**config.mk**
```make
export PLATFORM = sky130hd
export DESIGN_NAME = eeg_encrypted_record_writer
export DESIGN_NICKNAME = d
export VERILOG_FILES = /design/src/rtl/eeg_storage_pkg.sv /design/src/rtl/eeg_store_wport.sv /design/src/rtl/eeg_encrypted_record_writer.sv
export SDC_FILE = /design/constraint.sdc
export NUM_CORES = 1
export LEC_CHECK = 0
export CAP_MARGIN = 20
export CORE_AREA = 5 5 226 228
export DETAILED_ROUTE_END_ITERATION = 8
export DIE_AREA = 0 0 231 233
export GPL_ROUTABILITY_DRIVEN = 1
export PLACE_DENSITY = 0.77
export SYNTH_ARGS = -nofsm -noshare
export SYNTH_HDL_FRONTEND = slang
export SYNTH_SLANG_ARGS = --single-unit
```
**constraint.sdc**
```tcl
create_clock -name clk -period 31.2 [get_ports clk]
set_clock_uncertainty 0.1 [all_clocks]
set_input_delay 4.68 -clock clk [delete_from_list [all_inputs] [get_ports clk]]
set_output_delay 4.68 -clock clk [all_outputs]
set_load 0.005 [all_outputs]
```
**src/rtl/eeg_storage_pkg.sv**
```systemverilog
// Shared types and header-layout constants for the EEG encrypted record storage path.
package eeg_storage_pkg;

  typedef enum logic [2:0] {
    ST_IDLE,
    ST_DATA,
    ST_TAG,
    ST_HEADER,
    ST_DONE,
    ST_ABORT
  } record_state_t;

  // Source selector for the registered storage write stage
  typedef enum logic [1:0] {
    WSRC_NONE,
    WSRC_DATA,
    WSRC_TAG,
    WSRC_HDR
  } wsrc_t;

  localparam int unsigned HDR_NONCE_MSB     = 127;
  localparam int unsigned HDR_NONCE_LSB     = 32;
  localparam int unsigned HDR_COUNT_MSB     = 31;
  localparam int unsigned HDR_COUNT_LSB     = 0;
  localparam int unsigned MIN_RECORD_WORDS  = 3;
  localparam int unsigned RECORD_HDR_OFFSET = 0;

endpackage

```
**src/rtl/eeg_store_wport.sv**
```systemverilog
// Registered storage write port: one write per cycle, picked from data, tag or header.
module eeg_store_wport
  import eeg_storage_pkg::*;
#(
  parameter int unsigned DATA_WIDTH = 128,
  parameter int unsigned ADDR_W     = 10
) (
  input  logic                  clk,
  input  logic                  rst,
  input  wsrc_t                 sel,
  input  logic [ADDR_W-1:0]     addr,
  input  logic [DATA_WIDTH-1:0] data_word,
  input  logic [DATA_WIDTH-1:0] tag_word,
  input  logic [DATA_WIDTH-1:0] hdr_word,
  output logic                  mem_we,
  output logic [ADDR_W-1:0]     mem_addr,
  output logic [DATA_WIDTH-1:0] mem_wdata
);

  always_ff @(posedge clk or posedge rst) begin
    if (rst) begin
      mem_we    <= 1'b0;
      mem_addr  <= '0;
      mem_wdata <= '0;
    end else begin
      mem_we   <= (sel != WSRC_NONE);
      mem_addr <= addr;
      case (sel)
        WSRC_DATA: mem_wdata <= data_word;
        WSRC_TAG:  mem_wdata <= tag_word;
        WSRC_HDR:  mem_wdata <= hdr_word;
        default:   mem_wdata <= mem_wdata;
      endcase
    end
  end

endmodule

```
**src/rtl/eeg_encrypted_record_writer.sv**
```systemverilog
// Writes nonce/ciphertext/tag streams as linear records: header at base, data, then tag.
module eeg_encrypted_record_writer
  import eeg_storage_pkg::*;
#(
  parameter int unsigned DATA_WIDTH  = 128,
  parameter int unsigned STORE_DEPTH = 1024,
  parameter int unsigned ADDR_W      = $clog2(STORE_DEPTH)
) (
  input  logic                  clk,
  input  logic                  rst,
  input  logic                  clear,
  input  logic                  start_record,
  input  logic [95:0]           nonce,
  input  logic                  in_valid,
  output logic                  in_ready,
  input  logic [DATA_WIDTH-1:0] in_data,
  input  logic                  in_last,
  input  logic                  tag_valid,
  output logic                  tag_ready,
  input  logic [127:0]          tag,
  output logic                  mem_we,
  output logic [ADDR_W-1:0]     mem_addr,
  output logic [DATA_WIDTH-1:0] mem_wdata,
  output logic                  busy,
  output logic                  full,
  output logic                  record_done,
  output logic [ADDR_W-1:0]     record_base,
  output logic [31:0]           record_words,
  output logic [31:0]           records_written,
  output logic                  error,
  output logic [ADDR_W:0]       free_words
);

  localparam int unsigned PW = ADDR_W + 1;

  record_state_t   state;
  logic [PW-1:0]   base_ptr;
  logic [PW-1:0]   wptr;
  logic [31:0]     count;
  logic [95:0]     nonce_q;
  wsrc_t           wsel;
  logic [ADDR_W-1:0] waddr;
  logic [DATA_WIDTH-1:0] hdr_word;

  // Handshake and status decode straight from registered state
  assign in_ready   = (state == ST_DATA) && (wptr <= PW'(STORE_DEPTH - 2));
  assign tag_ready  = (state == ST_TAG);
  assign busy       = (state != ST_IDLE);
  assign free_words = PW'(STORE_DEPTH) - base_ptr;
  assign full       = (free_words < PW'(MIN_RECORD_WORDS));

  always_comb begin
    hdr_word = '0;
    hdr_word[HDR_NONCE_MSB:HDR_NONCE_LSB] = nonce_q;
    hdr_word[HDR_COUNT_MSB:HDR_COUNT_LSB] = count;
    wsel  = WSRC_NONE;
    waddr = ADDR_W'(wptr);
    case (state)
      ST_DATA:   if (in_valid && in_ready) wsel = WSRC_DATA;
      ST_TAG:    if (tag_valid) wsel = WSRC_TAG;
      ST_HEADER: begin
        wsel  = WSRC_HDR;
        waddr = ADDR_W'(base_ptr + PW'(RECORD_HDR_OFFSET));
      end
      default: ;
    endcase
  end

  eeg_store_wport #(
    .DATA_WIDTH(DATA_WIDTH),
    .ADDR_W    (ADDR_W)
  ) u_wport (
    .clk      (clk),
    .rst      (rst),
    .sel      (wsel),
    .addr     (waddr),
    .data_word(in_data),
    .tag_word (DATA_WIDTH'(tag)),
    .hdr_word (hdr_word),
    .mem_we   (mem_we),
    .mem_addr (mem_addr),
    .mem_wdata(mem_wdata)
  );

  always_ff @(posedge clk or posedge rst) begin
    if (rst) begin
      state           <= ST_IDLE;
      base_ptr        <= '0;
      wptr            <= '0;
      count           <= '0;
      nonce_q         <= '0;
      record_done     <= 1'b0;
      record_base     <= '0;
      record_words    <= '0;
      records_written <= '0;
      error           <= 1'b0;
    end else begin
      record_done <= 1'b0;
      case (state)
        ST_IDLE: begin
          if (clear) begin
            base_ptr        <= '0;
            records_written <= '0;
            error           <= 1'b0;
          end else if (start_record) begin
            if (full) begin
              error <= 1'b1;
            end else begin
              nonce_q <= nonce;
              wptr    <= base_ptr + PW'(1);
              count   <= '0;
              error   <= 1'b0;
              state   <= ST_DATA;
            end
          end
        end
        ST_DATA: begin
          if (in_valid && in_ready) begin
            wptr  <= wptr + PW'(1);
            count <= count + 32'd1;
            if (in_last) state <= ST_TAG;
          end else if (in_valid) begin
            // Only the tag slot is left and the stream is still going
            error <= 1'b1;
            state <= ST_ABORT;
          end
        end
        ST_TAG: begin
          if (tag_valid) state <= ST_HEADER;
        end
        ST_HEADER: begin
          record_done     <= 1'b1;
          record_base     <= ADDR_W'(base_ptr);
          record_words    <= count + 32'd2;
          records_written <= records_written + 32'd1;
          state           <= ST_DONE;
        end
        ST_DONE: begin
          base_ptr <= wptr + PW'(1);
          state    <= ST_IDLE;
        end
        default: state <= ST_IDLE;
      endcase
    end
  end

endmodule

```
==> metrics.md <==
| Metric | Value |
|---|---|
| Row count | 81 |
| GRT overflow | 0 |
| Hold WC Path Type | flop to flop |
| Hpwl dp | 49070 um |
| Vias in the first global route | 16420 |
| GPL Wtd Cong | 0.9087 |
| # IOs | 589 |
| Detailed Route WL | 67630 um |
| Initial antenna violation count | 21 |
| Required @ worst endpoint | 26420 ps |
| Drt first-iter violations | 2010 |
| # resized after CTS | 0 |
| Die W | 231 um |
| Via density | 5.741 |
| Dominant cells by area after synthesis | dfrtp_1 (54%), a222oi_1 (7.5%), mux2_2 (5.0%), a21oi_1 (4.8%), nor2_1 (3.6%) |
| Max Clock Freq | 122.7 MHz |
| Top_reg_cell synth | dfrtp_1 |
| Crit share post-route | 26.13% |
| Failing checks | DRC |
| Worst path arrival time | 3370 ps |
| CP endpoint kind | output pin |
| Core Footprint | 0.04865 mm2 |
| Hold-fix buffers, CTS | 0 |
| CTS tree | yes |
| CTS root buffer | clkbuf_16 |
| Critical Path Start Type | flop |
| Vias post-DR | 16370 |
| Reg2reg setup slack | 26950 ps |
| Post-synth EDFFs | 0 |
| RSZ-0062 raised after global routing | false |
| Initial core utilization | 35.31% |
| Clk buf depth | 3 |
| Final setup vio count | 0 |
| Rel. slew slack | 21.11% |
| Setup bufs post-CTS | 0 |
| Kind of critical path | flop to output pin |
| Die Y | 233 um |
| Hold Slack | 373.4 ps |
| Clock Latency Late Sink | 560 ps |
| Worst VDD drop | 0.08693 mV |
| Syn Nets | 2031 |
| Total power draw | 2.390 mW |
| WL/cell | 23.71 um |
| Worst slew pin tran | 1183 ps |
| Reg2Reg Depth | 9 |
| Post-route minimum period | 8153 ps |
| Largest net degree at the start of global routing | 112 |
| Share of layout cells above drive strength 1 | 9.403% |
| CP max FO | 12 |
| Worst Hold Path EP | record_words[4]$_DFFE_PP0P_ |
| Hold Startpoint | record_words[4]$_DFFE_PP0P_ |
| LEAKAGE | 10.25 nW |
| FF-to-FF End | nonce_q[75]$_DFFE_PP0P_ |
| Hold path cells | 2 |
| Final ANT Viol Nets | 0 |
| P per Cell Area | 95.06 mW/mm2 |
| Final net count | 2545 |
| FF-to-FF Start | base_ptr[0]$_DFFE_PP0P_ |
| Post-synth ARST share | 100.0% |
| Max Slew Vio Count | 0 |
| Final hold vios | 0 |
| Post-synthesis sequential area ratio | 53.61% |
| Status | complete, but fails checks |
| Area grow syn2layout | 46.33% |
| Clock slew at reported path FFs | 60 ps |
| Number of max-cap violations | 0 |
| First-pass GRT wire length | 101400 um |
| Synth area leader | dfrtp_1 |
| Die ar. | 0.05382 mm2 |
| Synth cell types | 61 |
| First-pass DRT Iterations | 9 |
| Inserted Clock Buffers | 43 |
| Synthesis-stage register bit count | 368 |
| Total Neg Setup Slack | 0 ps |
| Sink Count | 368 |
| Number of H-tree levels | 2 |
| Avg Cell Area, Syn | 10.32 um2 |
| Mapped Area | 0.01718 mm2 |
| Post-synth top area share | 53.61% |
| Core Util, Final | 51.67% |
| IO buf count | 588 |
| # DRC | 25 |
| Gate Count Post-Synth | 1665 |
| Ys Warns | 0 |
| Global-route usage over all layers | 24.00% |
[power by group]
part,switching [mW],internal (mW)
logic,0.519,0.484
registers,0.143,0.664
clock network,0.214,0.367
[registers in the layout, indices dropped and copies added (netlist names), 10 cells and up]
name / count
nonce_q: 96
u_wport.mem_wdata: 128
wptr: 11
records_written: 32
record_base: 10
base_ptr: 11
record_words: 32
u_wport.mem_addr: 10
count: 32
[cells in the mapped netlist, types with 3 or more instances]
cell	n
a211oi_1	5
nand4_1	22
nand3_1	63
and3_1	11
buf_6	3
ha_1	7
dfrtp_1	368
mux2_1	4
a222oi_1	128
o21ai_0	100
a2bb2oi_1	4
nor4_1	12
a31oi_1	4
a21oi_1	165
o211ai_1	4
and4_1	4
mux2_4	16
buf_2	16
or4_1	4
or3_1	25
o22ai_1	7
or2_2	6
nand2b_1	6
nor2_1	167
xnor2_1	43
xor2_1	11
clkbuf_1	114
nor3_1	24
mux2i_1	18
nand2_1	155
mux2_2	77
inv_1	24
o31ai_1	8
and2_1	5
[final cells by class]
class | count | area [um2]
multi-input combinational | 1134 | 7347
timing repair buffer | 606 | 6018
sequential | 368 | 9209
antenna | 18 | 45.04
inverter | 26 | 107.6
clock buffer | 52 | 1202
clock inverter | 26 | 430.4
tap | 622 | 778.2
fill | 4222 | 23510
[per-layer routing]
metal / share of wire [%] / global-route usage (%)
met1: 37 / 29.55
met2: 48 / 39.74
met3: 10 / 6.943
met4: 4.3 / 9.900
met5: 0.069 / 0
[per-stage QoR]
| stage | area, um2 | cells | worst slack [ps] |
|---|---|---|---|
| 2_1_floorplan | 17180 | 1665 | 16200 |
| 3_3_place_gp | 23460 | 2755 | 22670 |
| 3_5_place_dp | 23460 | 2755 | 22610 |
| 4_1_cts | 25090 | 2833 | 23070 |
| 5_1_grt | 25130 | 2847 | 22820 |
| 6_report | 25140 | 2852 | 23050 |
[critical path, stage by stage (launching register included)]
cell and delay [ps]:
dfrtp_1 530, inv_1 110, ha_1 200, nor3b_2 570, nand2_1 120, o22a_1 350
nor3_1 310, clkdlybuf4s50_1 610
[worst max path at each step]
| stage | start | endpoint | slack [ps] | cells past startpoint |
|---|---|---|---|---|
| finish | base_ptr[0]$_DFFE_PP0P_ | full | 23050 | 7 |
| global route | rst | u_wport.mem_wdata[72]$_DFFE_PP0P_ | 22820 | 5 |
| CTS | base_ptr[0]$_DFFE_PP0P_ | full | 23070 | 7 |
| detailed placement | rst | nonce_q[47]$_DFFE_PP0P_ | 22610 | 5 |
| global placement | rst | nonce_q[44]$_DFFE_PP0P_ | 22670 | 5 |
| floorplan | rst | base_ptr[0]$_DFFE_PP0P_ | 16200 | 1 |
[cell families after synthesis]
kind of cell / count (synthesis) / synth area share (%)
buffers and inverters: 163 / 3.853
AO/OA/AOI/OAI: 442 / 17.71
XOR/XNOR: 54 / 2.753
adder cells (fa/ha/maj): 7 / 0.5098
flip-flops: 368 / 53.61
AND/OR/NAND/NOR: 516 / 13.81
multiplexers: 115 / 7.757
[cell usage in the layout (no fill, tap or decap), drive strengths merged, types with 6 or more instances in the layout]
master	n
nor3	24
nand2	155
clkbuf	52
clkinvlp	6
mux2	97
nor2	168
and3	11
nand3	63
clkdlybuf4s50	588
mux2i	18
xor2	11
dfrtp	368
a21oi	165
a222oi	128
nand4	22
ha	7
diode	18
or3	25
clkinv	7
xnor2	43
nand2b	6
o21ai	100
inv	28
nor4	13
o31ai	9
bufinv	11
o22ai	7
or2	6
buf	18
Power figures use the tool's default switching activity.
